==> src/rtl/mul_rep_add_seq.sv <==
// rtl/mul_rep_add_seq.sv - sequential multiplier by repeated addition with valid/ready handshakes
//
// Ports:
//   clk, rst_n          clock, asynchronous active-low reset
//   in_valid, in_ready  operand handshake (in_ready is high only in IDLE)
//   a, b                operands, WIDTH bits
//   abort               synchronous cancel of the operation in flight
//   out_valid, out_ready product handshake
//   product             PW-bit result, held after the handshake
//   busy                high in RUN or DONE
//
// Optional feature: define MUL_SIGNED_EN to treat a/b as two's complement.
module mul_rep_add_seq #(
    parameter int WIDTH = 16,
    parameter int PW    = 2 * WIDTH
) (
    input  logic             clk,
    input  logic             rst_n,
    input  logic             in_valid,
    output logic             in_ready,
    input  logic [WIDTH-1:0] a,
    input  logic [WIDTH-1:0] b,
    input  logic             abort,
    output logic             out_valid,
    input  logic             out_ready,
    output logic [PW-1:0]    product,
    output logic             busy
);

    typedef enum logic [1:0] {IDLE, RUN, DONE} state_t;

    localparam logic [WIDTH-1:0] ONE = WIDTH'(1);

    state_t state, state_next;

    logic [PW-1:0]    acc;
    logic [WIDTH-1:0] addend;
    logic [WIDTH-1:0] count;
    logic [WIDTH-1:0] mag_a;
    logic [WIDTH-1:0] mag_b;
    logic             accept;
    logic [PW-1:0]    result;

`ifdef MUL_SIGNED_EN
    logic neg;

    // |-2^(WIDTH-1)| wraps to 2^(WIDTH-1), which is the correct unsigned magnitude
    assign mag_a  = a[WIDTH-1] ? -a : a;
    assign mag_b  = b[WIDTH-1] ? -b : b;
    // -0 == 0 in two's complement, so a zero accumulator stays zero
    assign result = neg ? -acc : acc;
`else
    assign mag_a  = a;
    assign mag_b  = b;
    assign result = acc;
`endif

    assign in_ready = (state == IDLE);
    assign busy     = (state != IDLE);
    assign accept   = in_valid && in_ready;

    always_ff @(posedge clk or negedge rst_n) begin
        if (!rst_n) begin
            state <= IDLE;
        end else begin
            state <= state_next;
        end
    end

    // abort outranks both completion in RUN and the output handshake in DONE
    always_comb begin
        state_next = state;
        case (state)
            IDLE: begin
                if (accept) begin
                    state_next = RUN;
                end
            end
            RUN: begin
                if (abort) begin
                    state_next = IDLE;
                end else if (count == '0) begin
                    state_next = DONE;
                end
            end
            DONE: begin
                if (abort || out_ready) begin
                    state_next = IDLE;
                end
            end
            default: state_next = IDLE;
        endcase
    end

    always_ff @(posedge clk or negedge rst_n) begin
        if (!rst_n) begin
            acc       <= '0;
            addend    <= '0;
            count     <= '0;
            product   <= '0;
            out_valid <= 1'b0;
`ifdef MUL_SIGNED_EN
            neg       <= 1'b0;
`endif
        end else begin
            case (state)
                IDLE: begin
                    if (accept) begin
                        // the smaller magnitude sets the iteration count; ties keep a as addend
                        if (mag_a >= mag_b) begin
                            addend <= mag_a;
                            count  <= mag_b;
                        end else begin
                            addend <= mag_b;
                            count  <= mag_a;
                        end
                        acc <= '0;
`ifdef MUL_SIGNED_EN
                        neg <= a[WIDTH-1] ^ b[WIDTH-1];
`endif
                    end
                end
                RUN: begin
                    if (!abort) begin
                        if (count == '0) begin
                            product   <= result;
                            out_valid <= 1'b1;
                        end else begin
                            acc   <= acc + {{(PW-WIDTH){1'b0}}, addend};
                            count <= count - ONE;
                        end
                    end
                end
                DONE: begin
                    if (abort || out_ready) begin
                        out_valid <= 1'b0;
                    end
                end
                default: out_valid <= 1'b0;
            endcase
        end
    end

endmodule

==> config.mk <==
export PLATFORM = sky130hd
export DESIGN_NAME = mul_rep_add_seq
export DESIGN_NICKNAME = d
export VERILOG_FILES = /design/src/rtl/mul_rep_add_seq.sv
export SDC_FILE = /design/constraint.sdc
export NUM_CORES = 1
export LEC_CHECK = 0
export CAP_MARGIN = 20
export CORE_ASPECT_RATIO = 1.25
export CORE_UTILIZATION = 32
export DETAILED_ROUTE_END_ITERATION = 10
export PLACE_DENSITY = 0.53
export SLEW_MARGIN = 20
export SYNTH_ARGS = -nofsm -noshare
export SYNTH_HDL_FRONTEND = slang
export SYNTH_SLANG_ARGS = --single-unit
==> constraint.sdc <==
create_clock -name clk -period 6 [get_ports clk]
set_clock_uncertainty 0.2 [all_clocks]
set_input_delay 1.2 -clock clk [delete_from_list [all_inputs] [get_ports clk]]
set_output_delay 1.2 -clock clk [all_outputs]
set_load 0.02 [all_outputs]
==> results_dict.tcl <==
set metrics [dict create \
    fp.dieH_um 155.1 \
    drv_slew 0 \
    fin_ws_ps 2007 \
    core_sq_um 18240 \
    ys_types 69 \
    maxCapViolations 0 \
    yosysTopAreaCell "dfrtp_1" \
    synth-async-reset-ratio_pct 100.0 \
    leakage_nw 3.203 \
    timing.rr.start "state[0]" \
    cts.path.max_buffers 2 \
    netlist_area_sq_um 6003 \
    rows 55 \
    syn_avg_cell_area_sq_um 9.424 \
    ir_drop_mv 0.1499 \
    fmax_mhz 250.4 \
    crit_type "input port to register" \
    die_w_um 124.5 \
    dieArea_sq_um 19320 \
    antenna_found_initial 0 \
    hold_class "register to register" \
    synthCells 637 \
    synth_edf_count 0 \
    fin_area_sq_um 7193 \
    yosysMostFrequentCell "dfrtp_1" \
    synth_flop_cell "dfrtp_1" \
    syn_to_final_growth_pct 19.82 \
    fin_crit_sh_pct 66.55 \
    drc_errors 0 \
    gr-total-overflow 0 \
    worstRegToRegCells 8 \
    cts.sinks 99 \
    grt_pass1_vias 4909 \
    seq_area_frac_synth_pct 41.27 \
    cts_hold_buf 0 \
    synth_top_area_share_pct 41.27 \
    rsz0062_at_grt "false" \
    tightest_slew_ps 843.3 \
    pre_cts_slack_ps 1340 \
    cts_setup_buffers 0 \
    fin_nets 768 \
    cts_tree "built" \
    io_buffer_count 71 \
    final_hold_viol_count 0 \
    critPathCaptureType "register" \
    wl_um 15320 \
    hpwl_um 11480 \
    min_from "product[25]" \
    slew_headroom_pct 43.78 \
    whs_endpoint "product[25]" \
    timing.rr.end "acc[26]" \
    grt_util_met1_pct 21.65 \
    setup_viol 0 \
    fillCellCount 1790 \
    htreeDepth 3 \
    vias 4880 \
    place.gp.congestion 0.8988 \
    drt_pre_antenna_iters 4 \
    cts_buffers 9 \
    synthesis.nets 709 \
    status "complete, no violations" \
    period_needed_ps 3993 \
    grt_start_max_net_pins 56 \
    arrival_ps 4030 \
    diodes 0 \
    drtIter0Drc 254 \
    multi_input_area_sq_um 3233 \
    ant_nets 0 \
    wl_per_cell_um 16.49 \
    io-pin-count 72 \
    ys_ff_latch 99 \
    r2r_slack_ps 2460 \
    grt_pass1_wl_um 25420 \
    grt_busiest_layer "met2" \
    drive_gt1_share_pct 5.706 \
    path_max_fanout 15 \
    synthTopCellsByCount "dfrtp_1, nand2_1, a21oi_1, o21ai_0, nor2_1" \
    place_area_sq_um 6868 \
    tns_ps 0 \
    synth_warnings 0 \
    pwr_density_cell_nw_per_um2 316.9 \
    p_total_w 0.002279 \
    ctsRootBufferMaster "clkbuf_16" \
    start_util_pct 32.92 \
    use_met2_pct 27.02 \
    cp_data_required_time_ps 6030 \
    whs_path_depth 1 \
    clk_latency_ps 360 \
    critPathLaunchType "input port" \
    grt.met3_usage_pct 2.717 \
    seq_area_sq_um 2477 \
    cts_resized 0 \
    synth_top_cells_by_area "dfrtp_1, ha_1, mux2_1, a21oi_1, o21ai_0" \
    clkTransAtPathRegs_ps 70 \
    grt_usage_pct 16.60 \
    avgViaCountPerCell 5.253 \
]
worst max-delay path, stage by stage:
cell             delay, ps
clkdlybuf4s50_1        550
inv_1                  100
ha_1                   300
nand4_1                200
nor4_1                 330
o211ai_1               130
o211ai_1               270
buf_4                  320
mux2i_1                260
nor2_1                  60
o41a_1                 320
registers in the layout (all words and copies together) (netlist names):
register / cells
out_valid: 1
state: 2
product: 32
addend: 16
count: 16
acc: 32
placed cells by master, fill, tap and decap left out, types with 8 or more instances in the layout:
master / count
a21o_1: 8
a21oi_1: 59
clkbuf_16: 9
clkdlybuf4s50_1: 70
dfrtp_1: 99
ha_1: 34
inv_1: 32
mux2_1: 31
mux2i_1: 18
nand2_1: 60
nand3_1: 22
nor2_1: 50
nor3_1: 9
o21ai_0: 56
o31ai_1: 10
xnor2_1: 12
xor2_1: 8
metal layers:
| metal | vias to the layer above | share of wire (%) |
|---|---|---|
| met5 | - | 0 |
| met4 | 0 | 2.6 |
| met3 | 20 | 3.4 |
| met2 | 107 | 48 |
| met1 | 2328 | 46 |
| li1 | 2425 | - |
worst max path at each step:
stage | from | to | slack (ps) | cells past startpoint
after floorplan | b[14] | addend[3] | 2730 | 11
after global placement | b[7] | count[5] | 1420 | 11
after detailed placement | b[13] | count[5] | 1340 | 9
after CTS | b[13] | count[5] | 1690 | 9
after global routing | b[13] | count[5] | 1830 | 11
final | b[13] | count[5] | 2010 | 11
final cells by class:
class | instances | share of cell area [%]
Multi-Input combinational cell | 476 | 44.95
Sequential cell | 99 | 34.44
Timing Repair Buffer | 77 | 10.47
Tap cell | 228 | 3.966
Clock buffer | 11 | 3.235
Inverter | 33 | 1.757
Clock inverter | 5 | 1.183
power by group:
part           internal [W]  total (W)  switching (W)
clock              0.000368   0.000633       0.000264
sequential         0.000781   0.000913       0.000131
combinational      0.000306   0.000734       0.000428
stage by stage:
| step | utilization [%] | hold slack [ps] | cells |
|---|---|---|---|
| 2_1_floorplan | - | 253.8 | 637 |
| 3_3_place_gp | 37.66 | 266.5 | 912 |
| 3_5_place_dp | 37.66 | 274.6 | 912 |
| 4_1_cts | 39.40 | 289.5 | 928 |
| 5_1_grt | 39.44 | 306.0 | 929 |
| 6_report | 39.44 | 281.3 | 929 |
logic make-up (layout without fill, tap and decap cells):
group           count (synthesis)  in the layout  share of synthesized area [%]
simple gates                  187            187                          15.17
compound gates                183            183                          19.15
flops                          99             99                          41.27
buf+inv                        62            126                          4.877
mux                            51             51                          9.191
fa+ha+maj                      35             35                          7.420
xor+xnor                       20             20                          2.918
(Power assumes the default switching activity.)
==> edit, RTL diff (config.mk and constraints unchanged) <==
`WIDTH`: 16 -> 32.
--- a/src/rtl/mul_rep_add_seq.sv
+++ b/src/rtl/mul_rep_add_seq.sv
@@ -12,5 +12,5 @@
 // Optional feature: define MUL_SIGNED_EN to treat a/b as two's complement.
 module mul_rep_add_seq #(
-    parameter int WIDTH = 16,
+    parameter int WIDTH = 32,
     parameter int PW    = 2 * WIDTH
 ) (
Ports: changed (resized a, b and product); port bits go from 72 to 136. The function was not compared with the original's and may differ.
==> edit against the unedited design <==
Hold slack better by 3.2 ps. First-iteration DRC count rose to 2.6 times the old value. Synthesized area up 95%. Total power up 110%. Wire length up 130%. Sequential cell count up 96. Cell area up 95%. Worst setup slack worse by 250 ps. Critical endpoint is now count[8]. Largest cell class unchanged. Largest power group unchanged. Highest routed layer is now met5.
==> edit: results (changes against the unedited design) <==
[final_layout]
inverters = 50  ; +52%
syn2layout_area_growth_pct = 19.8  ; about the same
ff_latch_area_um2 = 4880  ; +97%
drive_above_1_share = 0.0964  ; +0.0393
fin_nets = 1482  ; +93%
reg.largest.list = acc (64), product (64)
clk_share = 0.0410  ; -0.00317
multi_input_gates = 936  ; +97%
signal_buffers = 146  ; +90%
fillers = 3619  ; +100%

[global_route]
grt_pass1_vias = 9685  ; +97%
grt_usage = 0.191  ; +0.0246
grt_pass1_wl_um = 55100  ; +120%
grt_util_met1 = 0.244  ; +0.0271
met2_usage = 0.320  ; +0.0501
grt_util_met3 = 0.0340  ; +0.00684
antenna_found_initial = 2  ; +2

[critical_path]
r2r_start = addend[0]
worstPathMaxFanout = 40  ; +25
path_delay_family = compound AO/OA/AOI/OAI gates
crit_arrival_ps = 4390  ; +360 ps
crit_end = count[8]
worstReg2RegEnd = acc[58]
ff2ff_setup_slack_ps = 2020  ; -440 ps

[route]
drt-total-wl_um = 35000  ; +130%
wire_per_inst_um = 19.1  ; +16%
drt_iter0_drc = 670  ; +160%
met3WireLength_um = 1680  ; +220%
drtPass1Iterations = 5  ; +1
met2_length_um = 16700  ; +130%
vias_per_cell = 5.39  ; +2.6%
top_layer_used = met5

[yosys]
synth_cell_types = 73  ; +5.8%
syn_nets = 1388  ; +96%
synthTopCellsByArea = dfrtp_1, ha_1, mux2_2, o21ai_0, nand2_1
synthMuxAreaShare = 0.102  ; +0.0104
synth_commonest_cells = dfrtp_1, nand2_1, o21ai_0
synth_xor_area_frac = 0.0344  ; +0.00523

[power]
leakage_uw = 0.00624  ; +95%

[clock_network]
htreeDepth = 4  ; +1
numClockSinks = 195  ; +97%

[run_status]
outcome = finished, final reports clean

[placement]
dpl.hpwl_um = 25700  ; +120%
placed_area_um2 = 13500  ; +96%

[min_path]
min_to = product[1]
hold_path_depth = 2  ; +1

[sta]
max_freq_mhz = 236  ; -5.8%

[floorplan]
core_area_um2 = 35700  ; +96%

edit: cell count changes after synthesis, moves of 32 or more:
cell / unedited run / this run
dfrtp_1: 99 / 195
ha_1: 34 / 66
mux2i_1: 18 / 50
mux2_2: 2 / 62
clkbuf_1: 14 / 46
o21ai_0: 56 / 106
nand2_1: 60 / 141
edit: power groups by stage:
stage / clock network [uW] / logic, uW / registers, uW
4_1_cts: 1190 / 1740 / 1810
5_1_grt: 1230 / 1950 / 1830
6_report: 1160 / 1740 / 1800
2_1_floorplan: 0 / 1280 / 1710
3_3_place_gp: 0 / 1720 / 1830
3_5_place_dp: 0 / 1730 / 1830
edit: cells by family after synthesis:
logic type / count (synthesis)
AO/OA/AOI/OAI: 310
XOR/XNOR: 46
adder cells (fa/ha/maj): 67
buffers and inverters: 121
flip-flops: 195
multiplexers: 112
AND/OR/NAND/NOR: 401
